===== config.mk =====
export PLATFORM = sky130hd
export DESIGN_NAME = pixel_readout_flat
export DESIGN_NICKNAME = d
export VERILOG_FILES = /design/src/rtl/pixel_readout_if.sv /design/src/rtl/pixel_readout.sv /design/src/flat_wrapper.sv
export SDC_FILE = /design/constraint.sdc
export NUM_CORES = 1
export LEC_CHECK = 0
export ABC_AREA = 1
export CAP_MARGIN = 25
export CORE_MARGIN = 2
export CORE_UTILIZATION = 53
export DETAILED_ROUTE_END_ITERATION = 7
export GPL_TIMING_DRIVEN = 0
export PLACE_DENSITY = 0.79
export REMOVE_ABC_BUFFERS = 1
export SLEW_MARGIN = 5
export SYNTH_ARGS = -nofsm -noshare
export SYNTH_HDL_FRONTEND = slang
export SYNTH_SLANG_ARGS = --single-unit

===== constraint.sdc =====
create_clock -name clk -period 2.8 [get_ports clk]
set_input_delay 0.56 -clock clk [delete_from_list [all_inputs] [get_ports clk]]
set_output_delay 0.56 -clock clk [all_outputs]
set_load 0.05 [all_outputs]

===== src/rtl/pixel_readout_if.sv =====
// Valid/ready pixel stream from the readout frame buffer to downstream logic.
// The master presents out_data/out_valid and the slave answers with out_ready.
interface pixel_readout_if #(
    parameter int DW = 8
);
    logic [DW-1:0] out_data;
    logic          out_valid;
    logic          out_ready;

    modport master (
        output out_data,
        output out_valid,
        input  out_ready
    );

    modport slave (
        input  out_data,
        input  out_valid,
        output out_ready
    );
endinterface


===== src/rtl/pixel_readout.sv =====
// Pixel array readout: drives the ADC ramp count during CONVERT and row-captures the array during READ.
// It then drains the captured frame row-major over a valid/ready stream.
//
// state | meaning
// IDLE  | waiting for a READ rising edge
// SEL   | row r selected, array settling
// LATCH | row r still selected, codes captured into the frame buffer
// DRAIN | streaming buffered pixels, index p
module pixel_readout #(
    parameter int N_ROWS = 2,
    parameter int N_COLS = 2,
    parameter int DW     = 8
) (
    input  logic                 clk,
    input  logic                 reset,
    input  logic                 convert,
    input  logic                 read,
    input  logic [N_COLS*DW-1:0] pix_data,
    output logic [N_ROWS-1:0]    row_sel,
    output logic [DW-1:0]        cnt_out,
    pixel_readout_if.master      stream,
    output logic                 frame_done,
    output logic                 overrun,
    output logic                 short_read
);
    localparam int NPIX = N_ROWS * N_COLS;
    localparam int RW   = (N_ROWS > 1) ? $clog2(N_ROWS) : 1;
    localparam int PW   = (NPIX > 1) ? $clog2(NPIX) : 1;
    localparam logic [DW-1:0] CNT_MAX = '1;

    typedef enum logic [1:0] {IDLE, SEL, LATCH, DRAIN} state_t;

    state_t        state;
    logic          conv_q;
    logic          read_q;
    logic          conv_rise;
    logic          read_rise;
    logic [RW-1:0] r;
    logic [PW-1:0] p;
    logic [DW-1:0] frame_buf [NPIX];
    logic          last_row;
    logic          last_pix;
    logic          accept;

    assign conv_rise = convert & ~conv_q;
    assign read_rise = read & ~read_q;
    assign last_row  = (r == RW'(N_ROWS - 1));
    assign last_pix  = (p == PW'(NPIX - 1));
    assign accept    = stream.out_valid & stream.out_ready;

    always_ff @(posedge clk) begin
        if (reset) begin
            conv_q <= 1'b0;
            read_q <= 1'b0;
        end else begin
            conv_q <= convert;
            read_q <= read;
        end
    end

    // Ramp counter runs independently of the capture/drain FSM and saturates instead of wrapping.
    always_ff @(posedge clk) begin
        if (reset) begin
            cnt_out <= '0;
        end else if (conv_rise) begin
            cnt_out <= '0;
        end else if (convert && (cnt_out != CNT_MAX)) begin
            cnt_out <= cnt_out + DW'(1);
        end
    end

    // Buffer is never reset; a discarded partial frame is simply overwritten by the next capture.
    always_ff @(posedge clk) begin
        if (!reset && (state == LATCH) && read) begin
            for (int c = 0; c < N_COLS; c++) begin
                frame_buf[PW'(int'(r) * N_COLS + c)] <= pix_data[c*DW +: DW];
            end
        end
    end

    always_ff @(posedge clk) begin
        if (reset) begin
            state            <= IDLE;
            r                <= '0;
            p                <= '0;
            row_sel          <= '0;
            stream.out_data  <= '0;
            stream.out_valid <= 1'b0;
            frame_done       <= 1'b0;
            overrun          <= 1'b0;
            short_read       <= 1'b0;
        end else begin
            frame_done <= 1'b0;
            case (state)
                IDLE: begin
                    if (read_rise) begin
                        r       <= '0;
                        row_sel <= N_ROWS'(1);
                        state   <= SEL;
                    end
                end
                SEL: begin
                    if (!read) begin
                        short_read <= 1'b1;
                        row_sel    <= '0;
                        state      <= IDLE;
                    end else begin
                        state <= LATCH;
                    end
                end
                LATCH: begin
                    if (!read) begin
                        short_read <= 1'b1;
                        row_sel    <= '0;
                        state      <= IDLE;
                    end else if (!last_row) begin
                        r       <= r + RW'(1);
                        row_sel <= N_ROWS'(1) << (r + RW'(1));
                        state   <= SEL;
                    end else begin
                        // Pixel 0 lives in the row being latched right now only for a single-row array.
                        row_sel          <= '0;
                        p                <= '0;
                        stream.out_valid <= 1'b1;
                        stream.out_data  <= (r == '0) ? pix_data[DW-1:0] : frame_buf[PW'(0)];
                        state            <= DRAIN;
                    end
                end
                DRAIN: begin
                    if (read_rise) begin
                        overrun          <= 1'b1;
                        stream.out_valid <= 1'b0;
                        r                <= '0;
                        row_sel          <= N_ROWS'(1);
                        state            <= SEL;
                    end else if (accept) begin
                        if (last_pix) begin
                            stream.out_valid <= 1'b0;
                            frame_done       <= 1'b1;
                            state            <= IDLE;
                        end else begin
                            p               <= p + PW'(1);
                            stream.out_data <= frame_buf[p + PW'(1)];
                        end
                    end
                end
                default: begin
                    state <= IDLE;
                end
            endcase
        end
    end
endmodule


===== src/flat_wrapper.sv =====
// flat-port wrapper written by rule: the top's interface ports become plain ports
module pixel_readout_flat 
#(
    parameter int N_ROWS = 2,
    parameter int N_COLS = 2,
    parameter int DW     = 8
)
  (clk, reset, convert, read, pix_data, row_sel, cnt_out, frame_done, overrun, short_read, stream_out_data, stream_out_valid, stream_out_ready);
  pixel_readout_if #(.DW(DW)) stream_i ();
  input  logic clk;
  input  logic reset;
  input  logic convert;
  input  logic read;
  input  logic [N_COLS*DW-1:0] pix_data;
  output logic [N_ROWS-1:0] row_sel;
  output logic [DW-1:0] cnt_out;
  output logic frame_done;
  output logic overrun;
  output logic short_read;
  output wire logic [$bits(stream_i.out_data)-1:0] stream_out_data;
  output wire logic [$bits(stream_i.out_valid)-1:0] stream_out_valid;
  input wire logic [$bits(stream_i.out_ready)-1:0] stream_out_ready;
  assign stream_out_data = stream_i.out_data;
  assign stream_out_valid = stream_i.out_valid;
  assign stream_i.out_ready = stream_out_ready;
  pixel_readout #(.N_ROWS(N_ROWS), .N_COLS(N_COLS), .DW(DW)) u_core (.clk(clk), .reset(reset), .convert(convert), .read(read), .pix_data(pix_data), .row_sel(row_sel), .cnt_out(cnt_out), .stream(stream_i), .frame_done(frame_done), .overrun(overrun), .short_read(short_read));
endmodule

* Word level (Yosys, flattened, before mapping) *
Memories as Yosys holds them, arrays and structs flattened.
Cells that the tools add are included.

operators by class
  $add $sub $neg = 4
  eq/ne operators = 15
  shift-type cells = 1
  muxes and demuxes = 37
  bitwise gates (word level) = 8
  reduce and logical (&&, ||, !) cells = 18

operators by type and width
  operator             count
  $mux 8               5
  $mux 2               15
  $pmux 8 s2           1
  $mux 1               11
  $add 8x1->8 const B  1
  $ne 2x1->1 const B   4
  $ne 2x2->1 const B   4
  $ne 8x8->1 const B   1
  $pmux 2 s4           1
  $eq 2x2->1 const B   3
  $ne 3x1->1 const B   2
  $pmux 2 s3           1
  $reduce_and 2->1     3
  $reduce_and 3->1     2
  $reduce_and 6->1     1
  $reduce_or 2->1      3
  $not 1->1            5
  $reduce_and 5->1     1
  $add 2x1->2 const B  2
  $pmux 1 s2           2
  $pmux 2 s2           1
  $reduce_bool 2->1    2
  $reduce_or 4->1      1
  $and 1x1->1          3
  6 further kinds      8

word-level totals
  register bits = 29
  memory bits (writable) = 32
  output and inout bits = 22
  word-level logic and storage cells = 96
  memories = 1

memories
  name              words  bits a word  read ports  clocked after Yosys merged registers in  write ports  RTL line             source
  u_core.frame_buf  4      8            2           0                                        2            pixel_readout.sv:40  logic [DW-1:0] frame_buf [NPIX];

* Logic depth before layout (Yosys ltp) *
An unclocked memory read counts as a cell.

  depth after elaboration = 6
  depth in mapped cells = 10
  depth with buffers taken out = 10

* Worst setup path after synthesis *
OpenSTA, ideal clock, no wires.

  kind = input -> register
  start = in reset
  end = mem u_core.frame_buf[0][0] (enable)
  library setup time = 0.409 ns
  arrival time = 1.935 ns
  data required time = 2.391 ns
  setup slack = 0.456 ns
  cell stages on the path = 2
  path through = clkbuf_1 > nor3_1

RTL lines
  element             RTL line             source
  start: declaration  flat_wrapper.sv:11   input logic reset;
  end: declaration    pixel_readout.sv:40

==> results.py <==
metrics = {
    "run_status": {
        "status": "completed",
    },
    "final_layout": {
        "num-fill-cells": 396,
        "drive_above_1_share": 0.0793,
        "final_nets": 376,
        "final_common_cell": "nand2_1",
        "layout.cells.most_common_list": "85 x nand2_1, 42 x clkdlybuf4s50_1, 33 x inv_1",
        "fin_util": 0.698,
        "fin_cells": 420,
        "fin_area_um2": 3340,
        "areaGrowthSynthToFinish_pct": 25.8,
        "antenna_cells": 0,
    },
    "worst_setup_path": {
        "cp_slowest_stage_delay_ns": 0.71,
        "worstSetupPathType": "primary input to flop",
        "worstReg2RegEnd": "u_core.stream.out_data[7]",
        "end_kind": "flop",
        "r2r-start": "u_core.p[0]",
        "cp-startpoint": "reset",
        "critPathLaunchType": "primary input",
        "crit_buf_inv": 2,
        "crit_fanout": 13,
        "crit_chain": "clkdlybuf4s50_1, nor3_2, buf_6",
        "worstPathRequired_ns": 2.84,
        "cp_data_arrival_time_ns": 2.22,
        "critPathSlowestCell": "clkdlybuf4s50_1",
        "crit_family": "buffers and inverters",
        "reg2reg_slack_ns": 0.73,
        "rr_worst_depth": 8,
    },
    "logic_synthesis": {
        "ys_types": 26,
        "syn_avg_cell_area_um2": 8.91,
        "netlist_area_um2": 2660,
        "ys_seq_area_frac": 0.581,
        "syn_inst": 298,
        "postSynthRegisterBits": 61,
        "ys_warn_count": 0,
    },
    "sta": {
        "tightest_slew_ns": 0.873,
        "min_period_ns": 2.18,
        "finClkSkew_ns": 0.00759,
        "final_max_slew_viol_count": 0,
        "period_share": 0.779,
        "whs_ns": 0.445,
        "max-slew-margin-rel": 0.417,
        "fmax_ghz": 0.459,
        "tns_ns": 0,
        "worst_slack_ns": 0.620,
        "setup_viol_count_final": 0,
        "rsz0062_at_grt": "no",
        "finalHoldViolCount": 0,
    },
    "routing": {
        "drt_pass1_iterations": 4,
        "dr.first_iter.drc_count": 144,
        "drt_wl_total_um": 5230,
        "vias_per_cell": 5.02,
        "drc": 0,
        "ant_nets": 0,
        "num_vias": 2107,
        "wl_per_cell_um": 12.5,
    },
    "clocking": {
        "hold_buffers": 0,
        "clock_path_buffers": 2,
        "clk_pin_slew_ns": 0.06,
        "cts_tree": "yes",
        "cts_setup_buffers": 0,
        "cts_sinks": 61,
        "htree_levels": 3,
        "clk_latency_ns": 0.34,
        "cts-root-buf": "clkbuf_8",
        "cts_buffers": 9,
        "postCtsResizedCells": 0,
    },
    "placement": {
        "post_dp_cell_area_um2": 3160,
        "numPlacedInstances": 404,
        "hpwl_um": 3640,
        "place_worst_setup_slack_ns": 0.224,
        "gp_congestion": 0.802,
        "numPortBuffers": 42,
    },
    "die": {
        "io-pin-count": 43,
        "fp.dieH_um": 74.8,
        "rows": 25,
        "coreArea_um2": 4790,
        "die_area_um2": 5590,
        "start_util": 0.555,
        "dieWidth_um": 74.8,
    },
    "global_route": {
        "grt_use_total": 0.209,
        "antenna_found_initial": 0,
        "overflow": 0,
        "grt_pass1_vias": 1886,
        "grt_first_pass_wirelength_um": 8490,
        "grt_start_max_net_pins": 18,
    },
    "power": {
        "total_power_mw": 1.83,
        "ir_drop_mv": 0.473,
        "powerDensity_nw_per_um2": 548,
        "power_leakage_nw": 1.32,
    },
    "min_path": {
        "worstHoldEndpoint": "u_core.stream.out_data[5]",
        "hp-start": "u_core.stream.out_data[5]",
        "min_delay_path_depth": 2,
        "min_path_type": "flop to flop",
    },
    "job": {
        "drv_cap": 0,
    },
}
synth_stat cells, drive strengths merged:
library cell	count	share of area
nor2	36	0.057
o211ai	1	0.0028
o211a	1	0.0038
edfxtp	32	0.36
buf	3	0.0057
nand2	86	0.12
a21oi	19	0.041
nand3	24	0.049
clkbuf	1	0.0014
inv	36	0.051
nand3b	3	0.0085
dfxtp	29	0.22
nor3	5	0.0094
xor2	2	0.0066
o21ai	11	0.022
or2	1	0.0024
nand4	1	0.0024
ha	7	0.033
worst max-delay path by stage:
stage                                        end  slack, ns  cells after the start
after floorplan           u_core.frame_buf[0][0]       0.54                      4
after detailed placement  u_core.frame_buf[0][6]       0.22                      3
final                     u_core.frame_buf[1][3]       0.62                      3
after global routing      u_core.frame_buf[1][3]       0.50                      3
after global placement    u_core.frame_buf[1][6]      -0.77                      2
after CTS                 u_core.frame_buf[1][3]       0.58                      3
worst reg2reg max path, stage by stage, from the launching register on:
cell and delay, ns:
dfxtp_1 0.65, ha_1 0.46, inv_2 0.17, a21oi_4 0.24
inv_2 0.12, nand2_1 0.08, o21ai_0 0.12, nand2_1 0.08
nand2_1 0.05
cells by family after synthesis:
logic type / after synthesis / share of synthesized area
AO/OA/AOI/OAI: 32 / 0.0702
buffers and inverters: 40 / 0.0580
flip-flops: 61 / 0.581
adder cells (fa/ha/maj): 7 / 0.0330
AND/OR/NAND/NOR: 156 / 0.252
XOR/XNOR: 2 / 0.00660
state kept, by name (all words and copies together), names as in the netlist, 2 cells and up:
register / count
u_core.p: 2
u_core.stream.out_data: 8
u_core.cnt_out: 8
u_core.frame_buf: 32
u_core.row_sel: 2
u_core.state: 2
final cells by class:
| class | instances | area (um2) | share of cell area |
|---|---|---|---|
| Sequential cell | 61 | 1540 | 0.461 |
| Timing Repair Buffer | 43 | 432 | 0.129 |
| Multi-Input combinational cell | 197 | 967 | 0.290 |
| Tap cell | 67 | 83.8 | 0.0251 |
| Inverter | 36 | 135 | 0.0404 |
| Clock inverter | 6 | 53.8 | 0.0161 |
| Clock buffer | 10 | 128 | 0.0382 |
power by group:
| part | internal, mW | switching (mW) | total [mW] |
|---|---|---|---|
| clock | 0.400 | 0.326 | 0.726 |
| sequential | 0.953 | 0.00940 | 0.962 |
| combinational | 0.0581 | 0.0843 | 0.142 |
| total | 1.41 | 0.420 | 1.83 |
layer usage:
metal / track usage / up-vias / wire, um
met3: 0.0469 / 9 / 265
met4: 0.117 / 0 / 108
met5: 0 / - / 0
li1: - / 1066 / -
met2: 0.328 / 60 / 2560
met1: 0.270 / 972 / 2300
Note: power is estimated with default switching activity, not from simulation.
